$ cat src/rtl/div.sv
// div -- multi-cycle restoring divider for the EX stage (DIV / DIVU).
//
// One quotient bit is produced per clock. Operands are captured as magnitudes
// on start, the unsigned restoring loop runs DATA_W steps, and the signs are
// applied on the final step. EX holds start_i until ready_o is seen, and
// stalls the pipeline while start_i=1 and ready_o=0.
//
// Ports:
//   clk           pipeline clock, rising edge
//   rst           asynchronous active-low reset
//   signed_div_i  1 = signed (DIV), 0 = unsigned (DIVU)
//   opdata1_i     dividend
//   opdata2_i     divisor
//   start_i       request, held until ready_o
//   annul_i       flush/exception abort (ignored once the result is ready)
//   result_o      {remainder, quotient}
//   ready_o       result valid
module div #(
    parameter int DATA_W = 32,
    parameter int CNT_W  = 6
) (
    input  logic                  clk,
    input  logic                  rst,
    input  logic                  signed_div_i,
    input  logic [DATA_W-1:0]     opdata1_i,
    input  logic [DATA_W-1:0]     opdata2_i,
    input  logic                  start_i,
    input  logic                  annul_i,
    output logic [2*DATA_W-1:0]   result_o,
    output logic                  ready_o
);

    typedef enum logic [1:0] {
        S_FREE   = 2'b00,
        S_BYZERO = 2'b01,
        S_ON     = 2'b10,
        S_END    = 2'b11
    } state_t;

    localparam logic [CNT_W-1:0] LAST_CNT = CNT_W'(DATA_W - 1);

    state_t                r_state, w_state_nx;
    logic [CNT_W-1:0]      r_cnt, w_cnt_nx;
    // {partial remainder, dividend/quotient}: dividend bits shift out the top
    // while quotient bits shift in at the bottom.
    logic [2*DATA_W-1:0]   r_acc, w_acc_nx;
    logic [DATA_W-1:0]     r_divisor, w_divisor_nx;
    logic                  r_qneg, w_qneg_nx;
    logic                  r_rneg, w_rneg_nx;
    logic [2*DATA_W-1:0]   r_result, w_result_nx;
    logic                  r_ready, w_ready_nx;

    // Operand magnitudes. Negating the most negative value yields the same
    // bit pattern, which is the correct unsigned magnitude.
    logic                  w_sign1, w_sign2;
    logic [DATA_W-1:0]     w_abs1, w_abs2;

    assign w_sign1 = signed_div_i & opdata1_i[DATA_W-1];
    assign w_sign2 = signed_div_i & opdata2_i[DATA_W-1];
    assign w_abs1  = w_sign1 ? (~opdata1_i + 1'b1) : opdata1_i;
    assign w_abs2  = w_sign2 ? (~opdata2_i + 1'b1) : opdata2_i;

    // One restoring step. The shifted partial remainder needs DATA_W+1 bits;
    // after a successful subtract it is below the divisor and fits DATA_W.
    logic [DATA_W:0]       w_top;
    logic                  w_take;
    logic [DATA_W-1:0]     w_diff;
    logic [2*DATA_W-1:0]   w_step;
    logic [DATA_W-1:0]     w_quo, w_rem, w_quo_s, w_rem_s;

    assign w_top   = r_acc[2*DATA_W-1:DATA_W-1];
    assign w_take  = (w_top >= {1'b0, r_divisor});
    assign w_diff  = w_top[DATA_W-1:0] - r_divisor;
    assign w_step  = w_take ? {w_diff, r_acc[DATA_W-2:0], 1'b1}
                            : {r_acc[2*DATA_W-2:0], 1'b0};
    assign w_quo   = w_step[DATA_W-1:0];
    assign w_rem   = w_step[2*DATA_W-1:DATA_W];
    assign w_quo_s = r_qneg ? (~w_quo + 1'b1) : w_quo;
    assign w_rem_s = r_rneg ? (~w_rem + 1'b1) : w_rem;

    always_ff @(posedge clk or negedge rst) begin
        if (!rst) begin
            r_state   <= S_FREE;
            r_cnt     <= '0;
            r_acc     <= '0;
            r_divisor <= '0;
            r_qneg    <= 1'b0;
            r_rneg    <= 1'b0;
            r_result  <= '0;
            r_ready   <= 1'b0;
        end else begin
            r_state   <= w_state_nx;
            r_cnt     <= w_cnt_nx;
            r_acc     <= w_acc_nx;
            r_divisor <= w_divisor_nx;
            r_qneg    <= w_qneg_nx;
            r_rneg    <= w_rneg_nx;
            r_result  <= w_result_nx;
            r_ready   <= w_ready_nx;
        end
    end

    always_comb begin
        w_state_nx   = r_state;
        w_cnt_nx     = r_cnt;
        w_acc_nx     = r_acc;
        w_divisor_nx = r_divisor;
        w_qneg_nx    = r_qneg;
        w_rneg_nx    = r_rneg;
        w_result_nx  = r_result;
        w_ready_nx   = r_ready;
        case (r_state)
            S_FREE: begin
                w_ready_nx  = 1'b0;
                w_result_nx = '0;
                if (start_i && !annul_i) begin
                    w_acc_nx     = {{DATA_W{1'b0}}, w_abs1};
                    w_divisor_nx = w_abs2;
                    w_qneg_nx    = w_sign1 ^ w_sign2;
                    w_rneg_nx    = w_sign1;
                    w_cnt_nx     = '0;
                    w_state_nx   = (opdata2_i == '0) ? S_BYZERO : S_ON;
                end
            end
            S_BYZERO: begin
                if (annul_i) begin
                    w_state_nx  = S_FREE;
                    w_ready_nx  = 1'b0;
                    w_result_nx = '0;
                    w_cnt_nx    = '0;
                end else begin
                    w_state_nx  = S_END;
                    w_ready_nx  = 1'b1;
                    w_result_nx = '0;
                end
            end
            S_ON: begin
                // Abort wins even over the completing step.
                if (annul_i) begin
                    w_state_nx  = S_FREE;
                    w_ready_nx  = 1'b0;
                    w_result_nx = '0;
                    w_cnt_nx    = '0;
                end else begin
                    w_acc_nx = w_step;
                    w_cnt_nx = r_cnt + 1'b1;
                    if (r_cnt == LAST_CNT) begin
                        w_state_nx  = S_END;
                        w_ready_nx  = 1'b1;
                        w_result_nx = {w_rem_s, w_quo_s};
                    end
                end
            end
            S_END: begin
                if (!start_i) begin
                    w_state_nx  = S_FREE;
                    w_ready_nx  = 1'b0;
                    w_result_nx = '0;
                end
            end
            default: w_state_nx = S_FREE;
        endcase
    end

    assign result_o = r_result;
    assign ready_o  = r_ready;

endmodule

$ cat config.mk
export PLATFORM = sky130hd
export DESIGN_NAME = div
export DESIGN_NICKNAME = d
export VERILOG_FILES = /design/src/rtl/div.sv
export SDC_FILE = /design/constraint.sdc
export NUM_CORES = 1
export LEC_CHECK = 0
export ABC_AREA = 1
export ABC_CLOCK_PERIOD_IN_PS = 4800
export CAP_MARGIN = 40
export CORE_ASPECT_RATIO = 1.2
export CORE_MARGIN = 2
export CORE_UTILIZATION = 23
export CTS_BUF_LIST = sky130_fd_sc_hd__clkbuf_8
export CTS_CLUSTER_DIAMETER = 60
export DETAILED_ROUTE_END_ITERATION = 10
export PLACE_DENSITY = 0.37
export SLEW_MARGIN = 10
export SYNTH_ARGS = -nofsm -noshare
export SYNTH_HDL_FRONTEND = slang
export SYNTH_SLANG_ARGS = --single-unit
$ cat constraint.sdc
create_clock -name clk -period 4.8 [get_ports clk]
set_clock_uncertainty 0.2 [all_clocks]
set_input_delay 0.96 -clock clk [delete_from_list [all_inputs] [get_ports clk]]
set_output_delay 0.96 -clock clk [all_outputs]
set_load 0.05 [all_outputs]
# ---- Word-level counts from Yosys, hierarchy flattened
# Cells that the tools add are included.
dict set report word_totals {
  regBits 171
  inputBits 69
  out_inout_bits 65
  wordCells 71
}
dict set report op_classes {
  add_sub_neg 6
  magnitude_cmp 1
  n_eq_ne 9
  n_mux 28
  bitwise 7
  reduce_logical 12
}
# op count
set op_table {}
lappend op_table {{2-to-1 mux 64 bit} 6}
lappend op_table {{one-hot mux 64 bit (3 select lines)} 1}
lappend op_table {{adder 32 x 1 -> 32 bit (second input constant)} 4}
lappend op_table {{2-to-1 mux 32 bit} 4}
lappend op_table {{NOT 32 bit} 4}
lappend op_table {{one-hot mux 64 bit (2 select lines)} 1}
lappend op_table {{greater-or-equal comparator 33 x 32 -> 1 bit} 1}
lappend op_table {{zero test 32 bit} 1}
lappend op_table {{subtractor 32 bit} 1}
lappend op_table {{2-to-1 mux 6 bit} 3}
lappend op_table {{one-hot mux 6 bit (3 select lines)} 1}
lappend op_table {{2-to-1 mux 2 bit} 6}
lappend op_table {{AND reduction 3 bit} 3}
lappend op_table {{inequality test 2 bit (second input constant)} 4}
lappend op_table {{one-hot mux 2 bit (4 select lines)} 1}
lappend op_table {{adder 6 x 1 -> 6 bit (second input constant)} 1}
lappend op_table {{== test 6 x 5 -> 1 bit (second input constant)} 1}
lappend op_table {{== test 2 bit (second input constant)} 2}
lappend op_table {{2-to-1 mux 1 bit} 4}
lappend op_table {{one-hot mux 1 bit (4 select lines)} 1}
lappend op_table {{AND reduction 2 bit} 2}
lappend op_table {{inequality test 3 bit (second input constant)} 1}
lappend op_table {{nonzero test 3 bit} 1}
lappend op_table {{bitwise AND 1 bit} 2}
lappend op_table {{7 further kinds} 7}

# ---- Depth between registers and ports, before layout
# Gate-level depths: netlist of run 1.
dict set report depth {
  ltp_word 8
  mapped_depth 28
  depth_no_buf 27
}

# ---- Worst setup path after synthesis of run 1
# Ideal clock, no wire load.
dict set report synth_timing {
  kind {register to register}
  startpoint {register r_acc[51]}
  endpoint {register r_result[28], in the netlist result_o[28]}
  setup_ns 0.123
  arrival_time_ns 3.472
  t_required_ns 4.477
  slack_ns 1.005
  stages_incl_launch_ff 26
  period_less_slack_ns 3.795
  cell_sequence {dfrtp_1 > ha_1 > nand2_1 > inv_1 > nand2_1 > nand2_1 > a21oi_2 > nor2_2 > nor2_4 > nand2_4 > buf_6 > clkinv_1 > ha_1 > nand3_1 > nor3_1 > nand2_1 > nor3_2 > nand3_1 > o21ai_1 > inv_1 > a21oi_1 > o21ai_1 > a21oi_1 > a21oi_1 > o21ai_0 > nand2_1}
}
dict set report synth_via {
  elab_chain_cells 8
}
# item line
set synth_rtl {}
lappend synth_rtl {{start, declared} 46} ;# logic [2*DATA_W-1:0] r_acc, w_acc_nx;
lappend synth_rtl {{start signal, assigned} 94} ;# r_acc <= w_acc_nx;
lappend synth_rtl {{greater-or-equal comparator 33 x 32 -> 1 bit} 72} ;# assign w_take = (w_top >= {1'b0, r_divisor});
lappend synth_rtl {{2-to-1 mux 64 bit} 74} ;# assign w_step = w_take ? {w_diff, r_acc[DATA_W-2:0], 1'b1}
lappend synth_rtl {{NOT 32 bit} 78} ;# assign w_quo_s = r_qneg ? (~w_quo + 1'b1) : w_quo;
lappend synth_rtl {{adder 32 x 1 -> 32 bit} 78}
lappend synth_rtl {{2-to-1 mux 32 bit} 78}
lappend synth_rtl {{2-to-1 mux 64 bit} 147} ;# if (r_cnt == LAST_CNT) begin
lappend synth_rtl {{2-to-1 mux 64 bit} 139} ;# if (annul_i) begin
lappend synth_rtl {{one-hot mux 64 bit (3 select lines)} 112} ;# case (r_state)
lappend synth_rtl {{end signal, assigned} 98} ;# r_result <= w_result_nx;
lappend synth_rtl {{end, declared} 50} ;# logic [2*DATA_W-1:0] r_result, w_result_nx;
# No other way between the ends. The select of a mux whose other input is x is not followed.
# A chain may end at the register's enable or synchronous reset.

# ---- Worst setup path after layout of run 1
dict set report layout_timing {
  startpoint {register r_acc[39]}
  endpoint {register r_result[28], in the netlist result_o[28]}
}
# Same word-level chain as after synthesis.

==> run summary, run 1 <==
WS Path Type: reg2reg
CTS Buf Count: 17
Worst-margin pin slew: 819 ps
Slew HR: 0.454
CP Launch Type: flip-flop
Layout cells sized above 1: 0.0749
Global Route Usage Sum: 0.179
CTS tree: yes
CTS sink count: 171
FP Rows: 96
Synth area leader: dfrtp_1
Critical-path maximum fanout: 4
Die W: 223 um
ANT nets after route: 0
Reg2reg path depth: 26
DRT Wirelength: 52,400 um
Peak Freq: 0.232 GHz
DR iter-0 viols: 689
Dominant synthesized flop cell: dfrtp_1
Crit. End Element: flip-flop
Status: finished, final reports clean
Chip Height: 266 um
Number of global-route vias before repair: 13,100
TNS Setup: 0 ps
Commonest non-fill, non-tap cells in the layout: nand2_1, inv_1, o21ai_0, dfrtp_1, nor2_1
Final Hold Viols: 0
Starting Density: 0.232
First-pass GRT wire length: 80,300 um
Min-Delay Path Class: in2async
Area grow syn2layout: 19.9%
Yosys warnings: 0
Setup-failing EPs final: 0
Seq cells post-synth: 171
Die Area: 59,300 um2
Post-synthesis average cell area: 6.62 um2
Initial antenna violation count: 1
Period utilization: 0.897
Data arrival time of the worst path: 4530 ps
CTS H-tree depth: 4
Seq/Total Area, Yosys: 0.324
RSZ-0062 raised after global routing: no
IO Pins: 134
Via density: 4.54
Mapped cell area: 13,200 um2
Synth top area share: 0.324
Dominant cells by area after synthesis: dfrtp_1, nand2_1, inv_1
Largest net degree at the start of global routing: 85
CP Data Required Time: 5020 ps
Hold Buf Count CTS: 0
Fin nets: 2,223
PortBufs: 133
Number of max-cap violations: 0
Drt first pass iters: 7
Clock transition at the registers of the reported paths: 110 ps
Synth unique cells: 49
Mapped Cells: 1,995
Syn nets: 2,107
Pins over their slew limit: 0
Final GP Congestion: 0.876
Drt wl/cell: 18.3 um
Commonest non-fill, non-tap cell in the layout: nand2_1
Max clock buf depth: 2
Final min period: 4310 ps
Core box area: 56,900 um2
Number of flops mapped to enable cells by yosys: 0
Root Driver: clkbuf_8
Vias: 13,000
Grt total ovfl: 0
Drt drc: 0
Ys async rst share: 1.00
Post-DP HPWL: 41,300 um
Worst skew pair latency: 530 ps
==> worst max-delay path, stage by stage (launching register included) <==
cell      delay [ps]
dfrtp_1          450
ha_1             390
nand2_2          160
inv_2             40
nand2_1           60
nand2_1           80
inv_2             60
nand3_2          140
nand2_2          110
nand2_2           60
nand2_2           80
nand2_4           70
clkinv_1          60
ha_1             170
nand3_1          100
nor3_1           270
nand2_1          190
nor3_4           210
nand3_1          180
o21ai_2          230
inv_1             80
a21oi_1          230
o21ai_1          150
a21oi_1          200
a21oi_1           80
o21ai_0           80
nand2_1           60
==> registers in the layout, indices dropped and copies added (netlist names) <==
signal,flops
r_acc,64
result_o,64
r_divisor,32
r_cnt,6
r_state,2
r_qneg,1
r_rneg,1
ready_o,1
==> routing by layer <==
| layer | part of all wire | global-route usage | vias to the layer above |
|---|---|---|---|
| li1 | - | - | 6602 |
| met1 | 0.43 | 0.220 | 6118 |
| met2 | 0.52 | 0.329 | 242 |
| met3 | 0.031 | 0.0186 | 36 |
| met4 | 0.021 | 0.0559 | 0 |
| met5 | 0 | 0 | - |
==> path summary, 6_finish.rpt <==
check	startpoint	endpoint	slack, ps
max	r_acc[39]	result_o[28]	490
min	rst	r_acc[51]	40
max reg2reg	r_acc[39]	result_o[28]	490
min reg2reg	result_o[63]	result_o[63]	290
max in group asynchronous	rst	result_o[43]	3260
min in group clk	result_o[63]	result_o[63]	290
==> synth_stat cells, types with 4 or more instances <==
master    count
nand3b_1      4
nand2_2      24
nor3_1       37
nand3_2      10
nor4_1        7
ha_1         42
nand3_1     109
xnor2_1      21
o22ai_1      13
clkbuf_1     48
nor2_2       18
buf_2         4
nor2_4       14
o211ai_1     14
nor2_1      142
or2_2         5
o21ai_1      17
inv_1       277
a32o_1        6
buf_6         6
xor2_1       52
nand2_1     597
and2_1        8
inv_2        11
o21ai_0     190
nand4_1      26
o31ai_1       5
dfrtp_1     171
a21oi_1      83
nand2_4       5
==> cells by family after synthesis <==
logic type                 Yosys count  share of synthesized area
buffers and inverters              354                      0.106
AOI/OAI and AO/OA                  339                      0.138
adders and majority gates           43                     0.0413
and+or+nand+nor                   1015                      0.342
DFF                                171                      0.324
xor gates and xnor gates            73                     0.0484
==> what timing repair did <==
| item | 4_1_cts | 5_1_grt |
|---|---|---|
| gates resized for setup | 0 | 2 |
| setup endpoints to repair | 0 | 2 |
| setup buffers | 0 | 0 |
==> through the flow <==
stage / setup slack [ps] / util / cells / cell area [um2] / hold slack, ps
detailed placement: 427 / 0.270 / 2826 / 15400 / 270
floorplan: 1000 / - / 1995 / 13200 / 253
global route: 42.0 / 0.278 / 2860 / 15800 / 8.42
global placement: 361 / 0.270 / 2825 / 15400 / 272
finish: 493 / 0.278 / 2860 / 15800 / 43.2
CTS: 385 / 0.277 / 2858 / 15800 / 296
==> cell type report <==
class                      instances  area [um2]
tap                              735         920
clock inverter                    14         136
timing repair buffer             160        1590
clock buffer                      18         248
antenna                            1        2.50
fill                            6400       41100
sequential                       171        4280
inverter                         291        1090
multi-input combinational       1470        7560
Power of run 1 is left out: the tool's default activity adds up to more than one toggle a clock period on the data nets, which glitch-free logic cannot reach.
==> run 2, diff against run 1 <==
Settings changed: DONT_BUFFER_PORTS set to 1, PLACE_DENSITY 0.37 to 0.34.
==> run 2 against run 1 <==
Compared with the run above:
- the flow now finishes with violations (negative hold slack)
- sequential share of layout area up 2.7 points
- die area unchanged
- critical path type unchanged
- routed wire length is 1.0% higher
- largest cell class unchanged
- final area decreased by 9.0%
==> run summary, run 2 (synthesized netlist as in run 1, its figures left out) <==
Initial antenna violation count: 2 (was 1)
FP Rows: 96 (unchanged)
Die W: 223 um (unchanged)
Reg2reg path depth: 22 (was 26)
Global Route met2 Usage: 0.332 (was 0.329)
Final GP Congestion: 0.875 (was 0.876)
Final Hold Viols: 34 (was 0)
Core box area: 56,900 um2 (unchanged)
Vias: 12,600 (was 13,000)
PortBufs: 0 (was 133)
CP Launch Type: flip-flop (unchanged)
Commonest non-fill, non-tap cells in the layout: nand2_1, inv_1, o21ai_0, dfrtp_1, nor2_1 (unchanged)
Area grow syn2layout: 9.05% (was 19.9%)
Root Driver: clkbuf_8 (unchanged)
Global Route Usage Sum: 0.181 (was 0.179)
First-pass GRT wire length: 80,300 um (about the same)
Max clock buf depth: 2 (unchanged)
Starting Density: 0.232 (unchanged)
Clock transition at the registers of the reported paths: 120 ps (was 110 ps)
Peak Freq: 0.235 GHz (was 0.232 GHz)
Failing checks: negative hold slack
RSZ-0062 raised after global routing: no (unchanged)
DRT Wirelength: 53,000 um (was 52,400 um)
CTS tree: yes (unchanged)
Via density: 4.63 (was 4.54)
GRT met3 Usage: 0.0266 (was 0.0186)
Status: complete, but fails checks (was finished, final reports clean)
Period utilization: 0.886 (was 0.897)
CTS H-tree depth: 4 (unchanged)
Post-DP HPWL: 41,300 um (about the same)
Die Area: 59,300 um2 (unchanged)
Commonest non-fill, non-tap cell in the layout: nand2_1 (unchanged)
Critical-path maximum fanout: 40 (was 4)
Slew HR: 0.437 (was 0.454)
Largest net degree at the start of global routing: 172 (was 85)
Grt total ovfl: 0 (unchanged)
Layout cells sized above 1: 0.0757 (was 0.0749)
Fillers: 6,476 (was 6,400)
Critical Path Start: r_acc[33] (was r_acc[39])
Chip Height: 266 um (unchanged)
M1 GR Usage: 0.208 (was 0.220)
Fin nets: 2,081 (was 2,223)
Reg-to-Reg Start: r_acc[33] (was r_acc[39])
CP Data Required Time: 5010 ps (was 5020 ps)
Pins over their slew limit: 0 (unchanged)
Drt first pass iters: 5 (was 7)
DR iter-0 viols: 702 (was 689)
TNS Setup: 0 ps (unchanged)
Worst-margin pin slew: 845 ps (was 819 ps)
CTS sink count: 171 (unchanged)
Number of max-cap violations: 0 (unchanged)
Number of global-route vias before repair: 12,700 (was 13,100)
CTS Buf Count: 17 (unchanged)
Worst skew pair latency: 540 ps (was 530 ps)
Data arrival time of the worst path: 4470 ps (was 4530 ps)
Min-Delay Path Class: in2async (unchanged)
WS Path Type: reg2reg (unchanged)
Crit. End Element: flip-flop (unchanged)
Drt drc: 0 (unchanged)
Top Usage Layer GRT: met2 (unchanged)
Final min period: 4250 ps (was 4310 ps)
Min Hold Slack: -71.4 ps (was 43.2 ps)
ANT nets after route: 0 (unchanged)
Drt wl/cell: 19.5 um (was 18.3 um)
IO Pins: 134 (unchanged)
Setup-failing EPs final: 0 (unchanged)
-- run 2: changes by cell type in the layout (fill, tap and decap cells not counted), moves of 2 or more --
cell,delta
buf_16,-2
clkdlybuf4s50_1,-132
buf_4,-8
nor3_2,+2
clkinv_8,+3
clkinv_2,-2
clkbuf_8,-2
-- run 2: final timing paths --
| path | endpoint | slack, ps |
|---|---|---|
| min reg2reg | r_divisor[14] | 290 |
| min | r_acc[51] | -70 |
| max in group asynchronous | r_acc[57] | 3780 |
| min in group clk | r_divisor[14] | 290 |
| max reg2reg | result_o[48] | 550 |
| max | result_o[48] | 550 |
-- run 2: cell type report --
type	count	area (um2)	area share
Multi-Input combinational cell	1470	7550	0.525
Sequential cell	171	4280	0.297
Inverter	291	1090	0.0759
Tap cell	735	920	0.0639
Clock buffer	17	234	0.0163
Clock inverter	15	156	0.0109
Timing Repair Buffer	18	155	0.0108
Antenna cell	1	2.50	0.000174
-- run 2: worst max-delay path, stage by stage (launching register included) --
cell	delay (ps)
dfrtp_1	450
ha_1	420
nand2_1	180
nor2_1	200
nand3_1	100
nor2_1	110
nand2_1	80
nand2_2	90
nor2_4	40
nand2_4	80
buf_4	460
nand2_1	90
o21ai_1	220
inv_1	140
ha_1	250
inv_1	130
nor2_4	60
nand3_4	120
nand2_4	100
nand3_4	120
nor2_1	60
o21ai_0	310
nand2_1	80
-- run 2: metrics by stage --
| step | hold WS, ps | std cells | util | worst slack [ps] | area (um2) |
|---|---|---|---|---|---|
| floorplan | 253 | 1995 | - | 1000 | 13200 |
| global placement | 276 | 2684 | 0.245 | 383 | 14000 |
| detailed placement | 274 | 2685 | 0.246 | 415 | 14000 |
| CTS | -136 | 2717 | 0.253 | 372 | 14400 |
| global route | -114 | 2718 | 0.253 | 61.6 | 14400 |
| finish | -71.4 | 2718 | 0.253 | 547 | 14400 |
-- run 2: routing by layer --
metal | vias up | wire length, um
met1 | 5938 | 21800
met5 | - | 0
met4 | 0 | 1870
li1 | 6327 | -
met3 | 61 | 2060
met2 | 256 | 27300
-- run 2: timing repair --
action | 4_1_cts | 5_1_grt
endpoints found under the hold margin | 171 | 171
buffers inserted | 0 | 0
endpoints found under the setup margin | 0 | 1
resized for setup | 0 | 2
Power of run 2 is left out for the same reason.
==> run 3, diff against run 2 <==
Settings changed: SLEW_MARGIN 10 to 20.
==> results of run 3 <==
Final layout, timing and power as in run 2 (identical DEF).
Power of run 3 is left out for the same reason.
